<file path="src/rtl/zeroheti_obi_arb_if.sv">
// rtl/zeroheti_obi_arb_if.sv - requester and subordinate signal bundle for the OBI arbiter
interface zeroheti_obi_arb_if #(
  parameter int NumReq = 3,
  parameter int IdxW   = $clog2(NumReq)
);
  logic [NumReq-1:0]       req_i;
  logic [NumReq-1:0][31:0] addr_i;
  logic [NumReq-1:0]       we_i;
  logic [NumReq-1:0][3:0]  be_i;
  logic [NumReq-1:0][31:0] wdata_i;
  logic [NumReq-1:0]       gnt_o;
  logic [NumReq-1:0]       rvalid_o;
  logic [31:0]             rdata_o;
  logic                    err_o;
  logic                    mgr_req_o;
  logic [31:0]             mgr_addr_o;
  logic                    mgr_we_o;
  logic [3:0]              mgr_be_o;
  logic [31:0]             mgr_wdata_o;
  logic                    mgr_gnt_i;
  logic                    mgr_rvalid_i;
  logic [31:0]             mgr_rdata_i;
  logic                    mgr_err_i;
  logic [IdxW-1:0]         owner_o;
  logic                    busy_o;

  modport slave (
    input  req_i, addr_i, we_i, be_i, wdata_i,
    input  mgr_gnt_i, mgr_rvalid_i, mgr_rdata_i, mgr_err_i,
    output gnt_o, rvalid_o, rdata_o, err_o,
    output mgr_req_o, mgr_addr_o, mgr_we_o, mgr_be_o, mgr_wdata_o,
    output owner_o, busy_o
  );

  modport master (
    output req_i, addr_i, we_i, be_i, wdata_i,
    output mgr_gnt_i, mgr_rvalid_i, mgr_rdata_i, mgr_err_i,
    input  gnt_o, rvalid_o, rdata_o, err_o,
    input  mgr_req_o, mgr_addr_o, mgr_we_o, mgr_be_o, mgr_wdata_o,
    input  owner_o, busy_o
  );
endinterface

</file>
<file path="src/rtl/zeroheti_obi_arb.sv">
// rtl/zeroheti_obi_arb.sv - round-robin N:1 OBI arbiter, one outstanding transaction
module zeroheti_obi_arb #(
  parameter int NumReq = 3,
  parameter int IdxW   = $clog2(NumReq)
) (
  input  logic              clk_i,
  input  logic              rst_ni,
  zeroheti_obi_arb_if.slave bus
);
  typedef enum logic {IDLE, OUTST} state_e;

  state_e          state_q;
  logic [IdxW-1:0] rr_q, owner_q, lk_idx_q, winner, rr_next;
  logic            lock_q, any_req, eligible, mgr_req, hshake;
  logic [IdxW:0]   cand;
  logic [NumReq-1:0] gnt, rvalid;

  // A locked (requested but ungranted) index keeps the payload stable until grant
  always_comb begin
    winner  = lk_idx_q;
    any_req = 1'b0;
    cand    = '0;
    if (lock_q) begin
      any_req = bus.req_i[lk_idx_q];
    end else begin
      winner = rr_q;
      for (int k = 0; k < NumReq; k++) begin
        cand = {1'b0, rr_q} + (IdxW+1)'(k);
        if (cand >= (IdxW+1)'(NumReq)) cand = cand - (IdxW+1)'(NumReq);
        if (!any_req && bus.req_i[cand[IdxW-1:0]]) begin
          any_req = 1'b1;
          winner  = cand[IdxW-1:0];
        end
      end
    end
  end

  assign eligible = rst_ni && ((state_q == IDLE) || bus.mgr_rvalid_i);
  assign mgr_req  = eligible && any_req;
  assign hshake   = mgr_req && bus.mgr_gnt_i;
  assign rr_next  = (winner == IdxW'(NumReq-1)) ? '0 : winner + IdxW'(1);

  always_comb begin
    gnt    = '0;
    rvalid = '0;
    if (hshake) gnt[winner] = 1'b1;
    if (state_q == OUTST && bus.mgr_rvalid_i) rvalid[owner_q] = 1'b1;
  end

  assign bus.mgr_req_o   = mgr_req;
  assign bus.mgr_addr_o  = mgr_req ? bus.addr_i[winner]  : '0;
  assign bus.mgr_we_o    = mgr_req ? bus.we_i[winner]    : 1'b0;
  assign bus.mgr_be_o    = mgr_req ? bus.be_i[winner]    : '0;
  assign bus.mgr_wdata_o = mgr_req ? bus.wdata_i[winner] : '0;
  assign bus.gnt_o       = gnt;
  assign bus.rvalid_o    = rvalid;
  assign bus.rdata_o     = (state_q == OUTST) ? bus.mgr_rdata_i : '0;
  assign bus.err_o       = (state_q == OUTST) ? bus.mgr_err_i : 1'b0;
  assign bus.owner_o     = owner_q;
  assign bus.busy_o      = (state_q == OUTST);

  always_ff @(posedge clk_i or negedge rst_ni) begin
    if (!rst_ni) begin
      state_q  <= IDLE;
      rr_q     <= '0;
      owner_q  <= '0;
      lock_q   <= 1'b0;
      lk_idx_q <= '0;
    end else if (hshake) begin
      state_q <= OUTST;
      owner_q <= winner;
      rr_q    <= rr_next;
      lock_q  <= 1'b0;
    end else begin
      if (mgr_req) begin
        lock_q   <= 1'b1;
        lk_idx_q <= winner;
      end else if (lock_q && !bus.req_i[lk_idx_q]) begin
        lock_q <= 1'b0;
      end
      if (state_q == OUTST && bus.mgr_rvalid_i) state_q <= IDLE;
    end
  end
endmodule

</file>
<file path="src/flat_wrapper.sv">
// flat-port wrapper written by rule: the top's interface ports become plain ports
module zeroheti_obi_arb_flat 
#(
  parameter int NumReq = 3,
  parameter int IdxW   = $clog2(NumReq)
)
  (clk_i, rst_ni, bus_req_i, bus_addr_i, bus_we_i, bus_be_i, bus_wdata_i, bus_mgr_gnt_i, bus_mgr_rvalid_i, bus_mgr_rdata_i, bus_mgr_err_i, bus_gnt_o, bus_rvalid_o, bus_rdata_o, bus_err_o, bus_mgr_req_o, bus_mgr_addr_o, bus_mgr_we_o, bus_mgr_be_o, bus_mgr_wdata_o, bus_owner_o, bus_busy_o);
  zeroheti_obi_arb_if #(.NumReq(NumReq), .IdxW(IdxW)) bus_i ();
  input  logic clk_i;
  input  logic rst_ni;
  input wire logic [$bits(bus_i.req_i)-1:0] bus_req_i;
  input wire logic [$bits(bus_i.addr_i)-1:0] bus_addr_i;
  input wire logic [$bits(bus_i.we_i)-1:0] bus_we_i;
  input wire logic [$bits(bus_i.be_i)-1:0] bus_be_i;
  input wire logic [$bits(bus_i.wdata_i)-1:0] bus_wdata_i;
  input wire logic [$bits(bus_i.mgr_gnt_i)-1:0] bus_mgr_gnt_i;
  input wire logic [$bits(bus_i.mgr_rvalid_i)-1:0] bus_mgr_rvalid_i;
  input wire logic [$bits(bus_i.mgr_rdata_i)-1:0] bus_mgr_rdata_i;
  input wire logic [$bits(bus_i.mgr_err_i)-1:0] bus_mgr_err_i;
  output wire logic [$bits(bus_i.gnt_o)-1:0] bus_gnt_o;
  output wire logic [$bits(bus_i.rvalid_o)-1:0] bus_rvalid_o;
  output wire logic [$bits(bus_i.rdata_o)-1:0] bus_rdata_o;
  output wire logic [$bits(bus_i.err_o)-1:0] bus_err_o;
  output wire logic [$bits(bus_i.mgr_req_o)-1:0] bus_mgr_req_o;
  output wire logic [$bits(bus_i.mgr_addr_o)-1:0] bus_mgr_addr_o;
  output wire logic [$bits(bus_i.mgr_we_o)-1:0] bus_mgr_we_o;
  output wire logic [$bits(bus_i.mgr_be_o)-1:0] bus_mgr_be_o;
  output wire logic [$bits(bus_i.mgr_wdata_o)-1:0] bus_mgr_wdata_o;
  output wire logic [$bits(bus_i.owner_o)-1:0] bus_owner_o;
  output wire logic [$bits(bus_i.busy_o)-1:0] bus_busy_o;
  assign bus_i.req_i = bus_req_i;
  assign bus_i.addr_i = bus_addr_i;
  assign bus_i.we_i = bus_we_i;
  assign bus_i.be_i = bus_be_i;
  assign bus_i.wdata_i = bus_wdata_i;
  assign bus_i.mgr_gnt_i = bus_mgr_gnt_i;
  assign bus_i.mgr_rvalid_i = bus_mgr_rvalid_i;
  assign bus_i.mgr_rdata_i = bus_mgr_rdata_i;
  assign bus_i.mgr_err_i = bus_mgr_err_i;
  assign bus_gnt_o = bus_i.gnt_o;
  assign bus_rvalid_o = bus_i.rvalid_o;
  assign bus_rdata_o = bus_i.rdata_o;
  assign bus_err_o = bus_i.err_o;
  assign bus_mgr_req_o = bus_i.mgr_req_o;
  assign bus_mgr_addr_o = bus_i.mgr_addr_o;
  assign bus_mgr_we_o = bus_i.mgr_we_o;
  assign bus_mgr_be_o = bus_i.mgr_be_o;
  assign bus_mgr_wdata_o = bus_i.mgr_wdata_o;
  assign bus_owner_o = bus_i.owner_o;
  assign bus_busy_o = bus_i.busy_o;
  zeroheti_obi_arb #(.NumReq(NumReq), .IdxW(IdxW)) u_core (.clk_i(clk_i), .rst_ni(rst_ni), .bus(bus_i));
endmodule
</file>
<file path="config.mk">
export PLATFORM = sky130hd
export DESIGN_NAME = zeroheti_obi_arb_flat
export DESIGN_NICKNAME = d
export VERILOG_FILES = /design/src/rtl/zeroheti_obi_arb_if.sv /design/src/rtl/zeroheti_obi_arb.sv /design/src/flat_wrapper.sv
export SDC_FILE = /design/constraint.sdc
export NUM_CORES = 1
export LEC_CHECK = 0
export CELL_PAD_IN_SITES_DETAIL_PLACEMENT = 1
export CELL_PAD_IN_SITES_GLOBAL_PLACEMENT = 1
export CORE_MARGIN = 10
export CORE_UTILIZATION = 20
export DETAILED_ROUTE_END_ITERATION = 6
export GPL_TIMING_DRIVEN = 0
export PLACE_DENSITY = 0.78
export SYNTH_ARGS = -nofsm -noshare
export SYNTH_HDL_FRONTEND = slang
export SYNTH_SLANG_ARGS = --single-unit
</file>
<file path="constraint.sdc">
create_clock -name clk_i -period 3.9 [get_ports clk_i]
set_input_delay 0.585 -clock clk_i [delete_from_list [all_inputs] [get_ports clk_i]]
set_output_delay 0.585 -clock clk_i [all_outputs]
set_load 0.05 [all_outputs]
</file>
# Word-level counts from Yosys, hierarchy flattened
# Index checks and enable logic that the tools add are counted.
# word_totals
mem_count	0
word_cells	91
inputBits	247
rom_bits	0
ff_bits	8
mem_bits_rw	0
latchBits	0
# op_classes
reduce_logical	16
bitwise_logic	2
n_mul	0
shift	0
n_div	0
n_mux	50
addsub	6
order_cmp	11
n_eq_ne	1
# ops
op	n
32-bit two-way mux	5
32-bit binary-select mux with 2-bit select	2
2-bit two-way mux	11
1-bit two-way mux	20
2-bit by 3-bit < comparator with 1-bit output (second input constant)	6
1-bit binary-select mux with 2-bit select	5
1-bit logical AND	9
4-bit binary-select mux with 2-bit select	1
4-bit two-way mux	2
3-bit by 2-bit greater-or-equal comparator with 1-bit output (second input constant)	2
3-bit two-way mux	2
2-bit subtractor (second input constant)	3
1-bit demux with 2-bit select	2
2-bit by 1-bit greater-or-equal comparator with 1-bit output (second input constant)	2
2-bit by 1-bit adder with 3-bit output (second input constant)	1
2-bit by 2-bit adder with 3-bit output (second input constant)	1
1-bit zero test	3
3-bit nonzero test	1
2-bit by 1-bit adder with 2-bit output (second input constant)	1
2-bit == test (second input constant)	1
2-bit greater-or-equal comparator (second input constant)	1
1-bit inverter	2
2-bit AND reduction	1
2-bit nonzero test	1
1-bit logical OR	1

# Logic depth before layout (Yosys ltp)
# depth
depth_word	20
ltp_mapped	12

# Worst setup path before layout
# Ideal clock, no wire load.
# synth_path
path_kind	reg-to-output
startpoint	reg u_core.rr_q[0]
endpoint	out bus_mgr_addr_o[0]
n_path_buf	2
arrival_time_ps	2938
setup_slack_ps	377
required_ps	3315
stages_incl_launch_ff	11
cell_sequence	dfrtp_1 > inv_1 > ha_1 > buf_2 > o21ai_2 > o32ai_1 > or2_1 > inv_2 > nand2_1 > clkbuf_1 > o2bb2ai_1
# synth_between
elab_cells_between_ends	38
classes_between	add/sub: 5; order compare: 3; mux: 25; reduce/logical: 5
# synth_rtl
item	line	text
start, declared	zeroheti_obi_arb.sv:13	logic [IdxW-1:0] rr_q, owner_q, lk_idx_q, winner, rr_next;
start signal, assigned	zeroheti_obi_arb.sv:72	rr_q <= rr_next;
branches (longest 13 deep; another with 2-bit by 1-bit adder with 3-bit output)	n/a	
1-bit two-way mux *	zeroheti_obi_arb.sv:30	if (!any_req && bus.req_i[cand[IdxW-1:0]]) begin
1-bit two-way mux *	zeroheti_obi_arb.sv:23	if (lock_q) begin
1-bit logical AND *	zeroheti_obi_arb.sv:39	assign mgr_req = eligible && any_req;
named net bus_mgr_req_o	flat_wrapper.sv:24	output wire logic [$bits(bus_i.mgr_req_o)-1:0] bus_mgr_req_o;
32-bit two-way mux *	zeroheti_obi_arb.sv:51	assign bus.mgr_addr_o = mgr_req ? bus.addr_i[winner] : '0;
end, declared	flat_wrapper.sv:25	output wire logic [$bits(bus_i.mgr_addr_o)-1:0] bus_mgr_addr_o;
# Mark *: on every way through the listed nets, which the timed path passes. The select of a mux whose other input is x is not followed.

# Worst setup path after layout
# layout_path
startpoint	reg u_core.rr_q[0]
endpoint	out bus_mgr_wdata_o[23]
# layout_between
elab_chain_cells	18
elab_cells_between_ends	38
classes_between	add/sub: 5; order compare: 3; mux: 25; reduce/logical: 5
# layout_lines
item	line	text
branches (longest 17 deep; another with 2-bit by 1-bit adder with 3-bit output)	n/a	
32-bit two-way mux *	zeroheti_obi_arb.sv:54	assign bus.mgr_wdata_o = mgr_req ? bus.wdata_i[winner] : '0;
end, declared	flat_wrapper.sv:28	output wire logic [$bits(bus_i.mgr_wdata_o)-1:0] bus_mgr_wdata_o;
# Mark *: on every way between the ends. The select of a mux whose other input is x is not followed.

==> results.txt <==
The flow ran to the end, and the final reports show no timing, DRC or antenna violations. The clock skew after layout is 0.2261 ps. The overall overflow remaining after global route is 0. The total wirelength of the detailed-routed design came out at 26500 µm. The sequential cell area came out at 201.4 µm².

The area of the mapped netlist came out at 3874 µm². For this run, the total global-route usage over all layers was measured as 19.24%. Ranked by total cell area, the synthesized netlist is headed by sky130_fd_sc_hd__mux2i_1, sky130_fd_sc_hd__and2_1, sky130_fd_sc_hd__a221oi_1.

The signed area change from the synthesized netlist to the final layout is 100.8%. The areal power density over the cells is 888.6 nW/µm². 359 I/O pins were placed.

The simple-gate area share of the yosys netlist came out at 28.49%. The clock slew seen by the registers of the worst setup and hold paths is 40 ps. The maximum root-to-sink buffer count is 2.

In the synthesized netlist, the number of instances is 521. The actual slew at the worst max-slew pin is 990.8 ps. The cell row count is 50. The wire length of the first global-routing pass came out at 39500 µm.

After routing the design area is 7777 µm². The placer congestion estimate is 0.8124. Setup repair after global routing could not meet its margin everywhere. The synthesized-area fraction occupied by xor and xnor cells is 0%. The sequential area share after synthesis is 5.168%. The largest area contributor in the synthesized netlist is sky130_fd_sc_hd__mux2i_1. Of the post-synthesis cell area, the part taken by muxes is 20.64%. The startpoint class of the critical path is a flip-flop. The relative slew slack is 33.94%.

The via count of the first global-routing pass came to 6272. The clock tree root driver cell is sky130_fd_sc_hd__clkbuf_16. The internal cell power is 2406 µW. The final-layout setup total negative slack is 0 ps. The class of the worst hold path is flip-flop to flip-flop. The synthesized netlist devotes 1.292% of its cell area to adder and majority cells.

The share of the synthesized area in the top cell type came out at 19.12%. Max-cap violations in this run came to 0. The synthesized area divided by synthesized cell count is 7.435 µm². By count the netlist is led by sky130_fd_sc_hd__and2_1, sky130_fd_sc_hd__nor2_1, sky130_fd_sc_hd__mux2i_1. The number of buffers created by CTS came out at 3. The arrival time at the worst endpoint came out at 3220 ps. The peak clock frequency supported by timing came out at 262.7 MHz. The width of the die came out at 159.2 µm. The maximum number of pins on one net before global-route repair came out at 11.

Detailed placement ended at an HPWL of 21760 µm. The detail route stage leaves a number of antenna-violating nets equal to 0. The initial core utilization came out at 20.50%. The setup slack after placement is -963.8 ps. The net switching power figure is 4505 µW. For this run, the leading register cell type out of synthesis is sky130_fd_sc_hd__dfrtp_1. Along the worst path, the maximum fanout reaches 10. After synthesis, the largest family of logic cells by area is compound AO/OA/AOI/OAI gates. The total die area came out at 25340 µm². The die outline height came out at 159.2 µm. The number of different library cells in the post-synthesis netlist came out at 44. The number of warning messages in the yosys log came out at 0. The final critical-path required period is 3807 ps.

TritonCTS built the clock tree. The synthesized netlist net count is 772. The number of detailed-routing iterations run before antenna repair came out at 4. The synthesized netlist devotes 37.40% of its cell area to compound gates. The via density per instance came out at 4.981.

The count of buffers from port buffering came out at 358. The start-to-end type of the worst setup path is flip-flop to output pin. The share of flip-flops with an asynchronous set or reset is 100.0%. After layout, the worst setup slack is 92.80 ps. The relative contribution of the clock network to total power came out at 2.5%. In the routed design, unresolved DRC markers number 0. The static leakage came out at 0.002993 µW.

The total cell area at the placement stage is 7782 µm². Data on the critical path is required at its endpoint by 3310 ps. The number of max-slew violations in the final report came to 0.

The DRC violation total after the first TritonRoute iteration came out at 189. The number of antenna violations at the first check in global routing is 1. sky130_fd_sc_hd__and2_1 is the most common cell in the netlist. The ratio of final minimum period to clock period came out at 97.62%.

STA classifies the critical path endpoint as an output pin. Across the VDD grid, the largest voltage drop is 377.7 µV. The register bit total from synthesis came out at 8. The power share of the sequential group came out at 2.5%.

The detailed router placed 5698 vias in this run. The total area of multi-input combinational cells came out at 3545 µm². The number of failing hold endpoints at the final stage came out at 0. The net count of the finished layout is 1136. Counting every sink on the clock net gives 8. The core region is 18890 µm². The switching portion of total power is 65.19%. Cells with a size suffix above 1 make up 16.19% of the layout. The part of the power in combinational logic is 95.0%. Fill cells in the final layout number 2317. The count of flip-flops with a built-in enable after synthesis is 0. After detailed routing, the average wire length per cell comes to 23.16 µm. In this run the number of H-tree levels came out at 1. The clock latency on the worst-skew pair is 230 ps. Setup violations remaining at the end of the flow were counted as 0.
==> power groups by stage <==
stage	registers [µW]	clock network (µW)	logic (µW)
CTS	168	174	6550
global placement	162	0	6620
floorplan	190	0	4370
detailed placement	165	0	6670
finish	170	172	6570
global route	181	180	6990
==> sequential cells by signal, indices dropped and copies added, names as in the netlist <==
signal,flops
u_core.bus.owner_o,2
u_core.lock_q,1
u_core.lk_idx_q,2
u_core.rr_q,2
u_core.bus.busy_o,1
==> stage by stage <==
step                      std cells  utilization [%]  total power (µW)  hold WS, ps
after CTS                      1143            40.98              6894        587.9
after floorplan                 521                -              4559        289.4
final                          1144            41.17              6911        581.8
after global routing           1143            41.15              7356        621.4
after detailed placement       1139            41.19              6833        572.5
after global placement         1139            41.19              6778        571.1
==> final cells by class <==
cell class                      instances  area share (%)
Antenna cell                            1         0.03218
Buffer                                 56           3.732
Clock buffer                            3          0.9653
Inverter                                9          0.4344
Multi-Input combinational cell        448           45.58
Sequential cell                         8           2.590
Tap cell                              260           4.183
Timing Repair Buffer                  359           42.49
==> layer usage <==
metal  wire length, µm  GRT usage [%]
met3              1349          3.796
met4               145          1.601
met5                 0              0
met1             11020          22.62
met2             13990          36.21
==> kinds of logic (layout without fill, tap and decap cells) <==
logic type               Yosys count  after routing
AND/OR/NAND/NOR                  208            208
AO/OA/AOI/OAI                    157            157
multiplexers                      79             79
buffers and inverters             65            427
flip-flops                         8              8
adder cells (fa/ha/maj)            4              4
other                              0              1
==> critical path, cell delays in order (launching register included) <==
cell                        delay [ps]
sky130_fd_sc_hd__dfrtp_2           440
sky130_fd_sc_hd__inv_1             110
sky130_fd_sc_hd__ha_2              280
sky130_fd_sc_hd__clkbuf_4          200
sky130_fd_sc_hd__o21ai_2           340
sky130_fd_sc_hd__o221ai_2          210
sky130_fd_sc_hd__a221oi_4          390
sky130_fd_sc_hd__nand2_4           180
sky130_fd_sc_hd__clkbuf_1          290
sky130_fd_sc_hd__o2bb2ai_1         230
sky130_fd_sc_hd__buf_2             290
==> layout by cell type (no fill, tap or decap), types with 2 or more instances in the layout <==
cell / instances
sky130_fd_sc_hd__dlygate4sd2_1: 5
sky130_fd_sc_hd__nand2_1: 8
sky130_fd_sc_hd__buf_4: 18
sky130_fd_sc_hd__nor2b_1: 2
sky130_fd_sc_hd__inv_2: 2
sky130_fd_sc_hd__a211o_1: 2
sky130_fd_sc_hd__nand3b_1: 2
sky130_fd_sc_hd__clkbuf_1: 26
sky130_fd_sc_hd__mux2i_1: 72
sky130_fd_sc_hd__o2bb2ai_1: 61
sky130_fd_sc_hd__nand3_1: 3
sky130_fd_sc_hd__inv_1: 7
sky130_fd_sc_hd__and2_1: 102
sky130_fd_sc_hd__buf_6: 3
sky130_fd_sc_hd__buf_2: 53
sky130_fd_sc_hd__a221oi_2: 7
sky130_fd_sc_hd__clkbuf_16: 3
sky130_fd_sc_hd__dfrtp_1: 7
sky130_fd_sc_hd__nor3_1: 2
sky130_fd_sc_hd__o22ai_1: 2
sky130_fd_sc_hd__a221oi_1: 62
sky130_fd_sc_hd__o2bb2ai_2: 10
sky130_fd_sc_hd__o211ai_1: 2
sky130_fd_sc_hd__clkdlybuf4s50_1: 283
sky130_fd_sc_hd__nand2b_1: 5
sky130_fd_sc_hd__mux2i_4: 2
sky130_fd_sc_hd__nor2_1: 76
sky130_fd_sc_hd__clkbuf_2: 13
sky130_fd_sc_hd__clkbuf_4: 11
sky130_fd_sc_hd__mux2_2: 4
sky130_fd_sc_hd__ha_1: 2
==> what timing repair did <==
action / in CTS / in global routing
setup buffers: 1 / 0
endpoints found under the setup margin: 72 / 70
gates resized for setup: 373 / 62
hold buffers: 0 / 0
pin swaps: 2 / 2
==> final timing paths <==
check | cells after the start | endpoint | from | slack (ps)
setup / recovery | 10 | bus_mgr_wdata_o[23] | u_core.rr_q[0]$_DFFE_PN0P_ | 90
hold / removal | 1 | u_core.bus.owner_o[0]$_DFFE_PN0P_ | u_core.bus.owner_o[0]$_DFFE_PN0P_ | 580
setup reg to reg | 10 | u_core.rr_q[0]$_DFFE_PN0P_ | u_core.rr_q[0]$_DFFE_PN0P_ | 1230
hold reg to reg | 1 | u_core.bus.owner_o[0]$_DFFE_PN0P_ | u_core.bus.owner_o[0]$_DFFE_PN0P_ | 580
max in group asynchronous | 1 | u_core.rr_q[0]$_DFFE_PN0P_ | rst_ni | 2920
min in group asynchronous | 1 | u_core.bus.busy_o$_DFFE_PN0P_ | rst_ni | 660
Power figures use the tool's default switching activity.
